<file path="src/rtl/mag_comparator_if.sv">
// Operand/result bundle for mag_comparator; WIDTH must match the attached comparator.
// MAG_COMPARATOR_LT_EN adds the registered less-than flag.
interface mag_comparator_if #(
    parameter int unsigned WIDTH = 4
);
    logic             in_valid;
    logic [WIDTH-1:0] a;
    logic [WIDTH-1:0] b;
    logic             gt_in;
    logic             eq_in;
    logic             gt;
    logic             eq;
    logic             out_valid;
`ifdef MAG_COMPARATOR_LT_EN
    logic             lt;

    modport master (
        output in_valid, a, b, gt_in, eq_in,
        input  gt, eq, lt, out_valid
    );

    modport slave (
        input  in_valid, a, b, gt_in, eq_in,
        output gt, eq, lt, out_valid
    );
`else
    modport master (
        output in_valid, a, b, gt_in, eq_in,
        input  gt, eq, out_valid
    );

    modport slave (
        input  in_valid, a, b, gt_in, eq_in,
        output gt, eq, out_valid
    );
`endif
endinterface

</file>
<file path="src/rtl/mag_comparator.sv">
// Registered unsigned magnitude comparator built as an LSB-to-MSB ripple of per-bit cells.
// Optional MAG_COMPARATOR_LT_EN adds a registered lt flag.
module mag_comparator #(
    parameter int unsigned WIDTH = 4
) (
    input  logic                 clk,
    input  logic                 rst_n,
    mag_comparator_if.slave      bus
);

    logic gt_next;
    logic eq_next;

    logic gt_q, gt_d;
    logic eq_q, eq_d;
    logic valid_q, valid_d;

    // Later (more significant) cells overwrite the running decision, so the MSB dominates.
    always_comb begin
        logic g;
        logic e;
        logic x;
        g = bus.gt_in;
        e = bus.eq_in;
        x = 1'b0;
        for (int unsigned i = 0; i < WIDTH; i++) begin
            x = ~(bus.a[i] ^ bus.b[i]);
            g = (bus.a[i] & ~bus.b[i]) | (x & g);
            e = x & e;
        end
        gt_next = g;
        eq_next = e;
    end

    always_comb begin
        gt_d    = gt_q;
        eq_d    = eq_q;
        valid_d = bus.in_valid;
        if (bus.in_valid) begin
            gt_d = gt_next;
            eq_d = eq_next;
        end
    end

    always_ff @(posedge clk or negedge rst_n) begin
        if (!rst_n) begin
            gt_q    <= 1'b0;
            eq_q    <= 1'b0;
            valid_q <= 1'b0;
        end else begin
            gt_q    <= gt_d;
            eq_q    <= eq_d;
            valid_q <= valid_d;
        end
    end

    assign bus.gt        = gt_q;
    assign bus.eq        = eq_q;
    assign bus.out_valid = valid_q;

`ifdef MAG_COMPARATOR_LT_EN
    logic lt_q, lt_d;

    always_comb begin
        lt_d = lt_q;
        if (bus.in_valid) begin
            lt_d = ~gt_next & ~eq_next;
        end
    end

    always_ff @(posedge clk or negedge rst_n) begin
        if (!rst_n) begin
            lt_q <= 1'b0;
        end else begin
            lt_q <= lt_d;
        end
    end

    assign bus.lt = lt_q;
`endif

endmodule

</file>
<file path="src/flat_wrapper.sv">
// flat-port wrapper written by rule: the top's interface ports become plain ports
module mag_comparator_flat 
#(
    parameter int unsigned WIDTH = 4
)
  (clk, rst_n, bus_in_valid, bus_a, bus_b, bus_gt_in, bus_eq_in, bus_gt, bus_eq, bus_out_valid);
  mag_comparator_if #(.WIDTH(WIDTH)) bus_i ();
  input  logic clk;
  input  logic rst_n;
  input wire logic [$bits(bus_i.in_valid)-1:0] bus_in_valid;
  input wire logic [$bits(bus_i.a)-1:0] bus_a;
  input wire logic [$bits(bus_i.b)-1:0] bus_b;
  input wire logic [$bits(bus_i.gt_in)-1:0] bus_gt_in;
  input wire logic [$bits(bus_i.eq_in)-1:0] bus_eq_in;
  output wire logic [$bits(bus_i.gt)-1:0] bus_gt;
  output wire logic [$bits(bus_i.eq)-1:0] bus_eq;
  output wire logic [$bits(bus_i.out_valid)-1:0] bus_out_valid;
  assign bus_i.in_valid = bus_in_valid;
  assign bus_i.a = bus_a;
  assign bus_i.b = bus_b;
  assign bus_i.gt_in = bus_gt_in;
  assign bus_i.eq_in = bus_eq_in;
  assign bus_gt = bus_i.gt;
  assign bus_eq = bus_i.eq;
  assign bus_out_valid = bus_i.out_valid;
  mag_comparator #(.WIDTH(WIDTH)) u_core (.clk(clk), .rst_n(rst_n), .bus(bus_i));
endmodule
</file>
<file path="config.mk">
export PLATFORM = sky130hd
export DESIGN_NAME = mag_comparator_flat
export DESIGN_NICKNAME = d
export VERILOG_FILES = /design/src/rtl/mag_comparator_if.sv /design/src/rtl/mag_comparator.sv /design/src/flat_wrapper.sv
export SDC_FILE = /design/constraint.sdc
export NUM_CORES = 1
export LEC_CHECK = 0
export BUFFER_PORTS_ARGS = -buffer_cell sky130_fd_sc_hd__buf_2
export CAP_MARGIN = 20
export CORE_AREA = 10 10 47 49
export CTS_BUF_LIST = sky130_fd_sc_hd__clkbuf_4 sky130_fd_sc_hd__clkbuf_8
export DETAILED_ROUTE_END_ITERATION = 10
export DIE_AREA = 0 0 57 59
export PLACE_DENSITY = 0.4
export SLEW_MARGIN = 10
export SYNTH_ARGS = -nofsm -noshare
export SYNTH_HDL_FRONTEND = slang
export SYNTH_SLANG_ARGS = --single-unit
</file>
<file path="constraint.sdc">
create_clock -name clk -period 0.85 [get_ports clk]
set_input_delay 0.17 -clock clk [delete_from_list [all_inputs] [get_ports clk]]
set_output_delay 0.17 -clock clk [all_outputs]
set_load 0.02 [all_outputs]
</file>
==> reports/results.txt <==
In this run the critical register-to-register path is launched from u_core.bus.gt$_DFFE_PN0P_. The height of the chip was 59 µm; the clock latency at the later pin of the worst-skew pair was 0.23 ns. The flow ran to the end, but the final reports show violations. The number of buffers and inverters on the critical path is 1. The run gives 0.68 ns as the required time reported for the critical path endpoint. The max-capacitance violation count was 0; the total placed instance area was 359 µm². The tools report the number of distinct standard cells referenced by the synthesized netlist as 11.

Once detail routing completed, the nets flagged for antenna violations numbered 0. The violation count after the first detailed-routing iteration came out at 1. In the layout the commonest cells are buf_2 (9), buf_6 (5), clkbuf_4 (4).

The maximum number of pins on one net before global-route repair is 7, and the detail-routed via count per cell is 3.93. In this run, CTS created clock tree buffers numbering 3. Summed over all nets, the half-perimeter wirelength after detailed placement is 598 µm. The post-route clock skew came out at 0 ns.

After detailed routing, the number of remaining DRC violations is 0. For the pin with the worst max-slew slack, the measured transition is 0.157 ns. The clock root buffer is clkbuf_4. Summed over all nets, the switching power comes to 0.156 mW. The share of power burned in the clock network was 0.437. The sort of element at the end of the critical path was an output port. For this design the static power due to leakage is 0.222 nW.

The total routed wirelength was 690 µm; the iteration count of the initial detailed-routing pass was 2. The end point of the critical path is bus_eq. The classification of the worst-slack hold path is in2reg. The largest stage delay on the critical path works out to 0.38 ns. The worst path needs 0.909 ns of the cycle, external delays included. The checks that failed: setup timing. The worst setup margin came out at -0.0587 ns. Dividing the synthesized area by the synthesized cell count gives 9.50 µm².

The run gives 0 as the final hold violation count. Across the VDD grid, the largest voltage drop is 0.000313 V. After synthesis the netlist holds a flip-flop and latch count of 3. The switching power share of the total was 0.248; the number of sinks driven by the clock tree was 3. The total setup violations reported at the end of the flow is 3. The portion of the clock cycle consumed by the worst path in the final layout was 1.07; the worst hold path stage count was 1. The total number of vias was 236. When the netlist entered floorplanning its net count stood at 39. The sum of negative setup slack was -0.161 ns. The floorplan die area was 3360 µm²; the average wire per cell in the routed design was 11.5 µm. Once placement completed, the tool counted placed cells totaling 53. The run gives 0.149 as the initial core utilization. After global routing the overflow that remains totals 0.

The critical path in this run is classified as reg2out. Once layout is done, the placed cells without fillers occupy 452 µm². The portion of total power attributed to combinational logic came out at 0.305. The critical path goes through buf_6. No sink is reached through more buffers than the 2 on the longest clock path. On the critical path, the stage with the largest delay is an instance of dfrtp_1.

Dominant cell type by area after synthesis: dfrtp_1. The run gives 0.895 as the worst-case headroom to the max-slew limit. The floorplan has 14 rows. 16 I/O pins were placed. Via count of the first global-routing pass: 282. The worst register-to-register path has a depth of 3. Relative to the synthesized area, the layout overhead comes to 116%. The share of the synthesized area in the top cell type came out at 0.359. The power per cell area was 1390 nW/µm²; the number of warnings issued by yosys was 0. The launching element type of the critical path is a flop. The tools report the portion of total power attributed to sequential cells as 0.258. The weighted congestion at the end of routability-driven global placement is 0.780.

The floorplan step set the die width to 57 µm. Sorting the synthesized cells by area gives the leading types as dfrtp_1 (36%), ha_1 (24%), inv_1 (9.0%). The fraction of the yosys area taken by sequential cells is 0.359, and the fraction of layout cells with a size suffix above 1 is 0.705.

After technology mapping, the gate count stands at 22. The launch point of the worst path is u_core.bus.eq$_DFFE_PN0P_. The run gives 0.06 ns as the reg-to-reg setup timing slack. The library cell used most frequently in the layout, excluding fill and tap cells, is buf_2. The cell area that synthesis handed to floorplanning was 209 µm². The run gives 62 as the net count reported at finish. The number of cells on the critical path is 1, and the floorplan core area is 1400 µm². The fmax is 1100 MHz, and the clock slew seen by the registers of the worst setup and hold paths is 0.04 ns. The antenna diode instance count was 0. Setup repair after global routing could not meet its margin everywhere. The first global-routing pass estimated 1150 µm of wire. The run gives 0 as the number of antenna violations at the first check in global routing. Top fanout value on the critical path: 2. TritonCTS built the clock tree. The run gives 60 as the final non-filler cell total. After layout, the design draws a total of 0.628 mW. The worst register-to-register path ends at u_core.bus.gt$_DFFE_PN0P_. The total global-route track usage was 0.0458; the arrival time of data at the critical path endpoint was 0.74 ns. In this design, the largest share of critical-path delay is due to flip-flops. The tools report the total count of max-transition violations in the final report as 0. The number of input and output port buffers inserted was 15.

The H-tree depth came out at 1. The internal power of the cells totals 0.472 mW.
==> cell type report <==
class / instances / area, µm²
Fill cell: 158 / 950
Multi-Input combinational cell: 14 / 161
Timing Repair Buffer: 18 / 134
Sequential cell: 3 / 75.1
Inverter: 5 / 31.3
Clock buffer: 4 / 30.0
Tap cell: 16 / 20.0
==> registers in the layout, indices dropped and copies added (netlist names) <==
name and cells:
u_core.bus.gt 1, u_core.bus.eq 1, u_core.bus.out_valid 1
==> kinds of logic (layout without fill, tap and decap cells) <==
family | count (synthesis) | in the layout | share of synthesized area
buf+inv | 5 | 27 | 0.0898
simple gates | 5 | 5 | 0.120
fa+ha+maj | 4 | 4 | 0.240
compound gates | 5 | 5 | 0.192
flops | 3 | 3 | 0.359
==> Yosys cell counts <==
cell      instances
a211oi_1          1
o21ai_0           1
o211a_1           1
dfrtp_1           3
ha_1              4
a211oi_2          1
and3_2            1
o21ai_1           1
inv_1             5
nand4_1           1
nor2_1            3
==> power by group through the flow <==
stage | clock [mW] | combinational (mW) | sequential, mW
2_1_floorplan | 0 | 0.0693 | 0.176
3_3_place_gp | 0 | 0.149 | 0.161
3_5_place_dp | 0 | 0.151 | 0.162
4_1_cts | 0.286 | 0.184 | 0.162
5_1_grt | 0.296 | 0.215 | 0.163
6_report | 0.274 | 0.192 | 0.162
==> layer usage <==
| layer | share of wire | global-route usage | vias to the layer above |
|---|---|---|---|
| met5 | 0 | 0 | - |
| met4 | 0 | 0.0403 | 0 |
| met3 | 0.17 | 0.0386 | 0 |
| met2 | 0.47 | 0.0698 | 12 |
| met1 | 0.35 | 0.0369 | 104 |
| li1 | - | - | 120 |
==> how the worst min path moves through the flow <==
stage / end / startpoint / slack, ns
global placement: u_core.bus.eq$_DFFE_PN0P_ / rst_n / -0.04
finish: u_core.bus.out_valid$_DFF_PN0_ / bus_in_valid / 0.14
CTS: u_core.bus.out_valid$_DFF_PN0_ / bus_in_valid / 0.13
global route: u_core.bus.out_valid$_DFF_PN0_ / bus_in_valid / 0.13
floorplan: u_core.bus.eq$_DFFE_PN0P_ / rst_n / -0.13
detailed placement: u_core.bus.gt$_DFFE_PN0P_ / rst_n / -0.03
==> stage by stage <==
stage / utilization / setup slack (ns) / hold slack, ns
final: 0.322 / -0.0587 / 0.135
after global routing: 0.322 / -0.0847 / 0.132
after CTS: 0.311 / -0.0690 / 0.128
after detailed placement: 0.256 / -0.262 / -0.0326
after global placement: 0.256 / -0.243 / -0.0363
after floorplan: - / -0.0572 / -0.126
==> repair_timing <==
action                                  4_1_cts  5_1_grt
setup buffers                                 2        0
pin swaps                                     0        3
hold endpoints to repair                      3        0
gates resized for setup                       7        3
endpoints found under the setup margin        4        4
hold buffers                                  1        0
(Power assumes the default switching activity.)
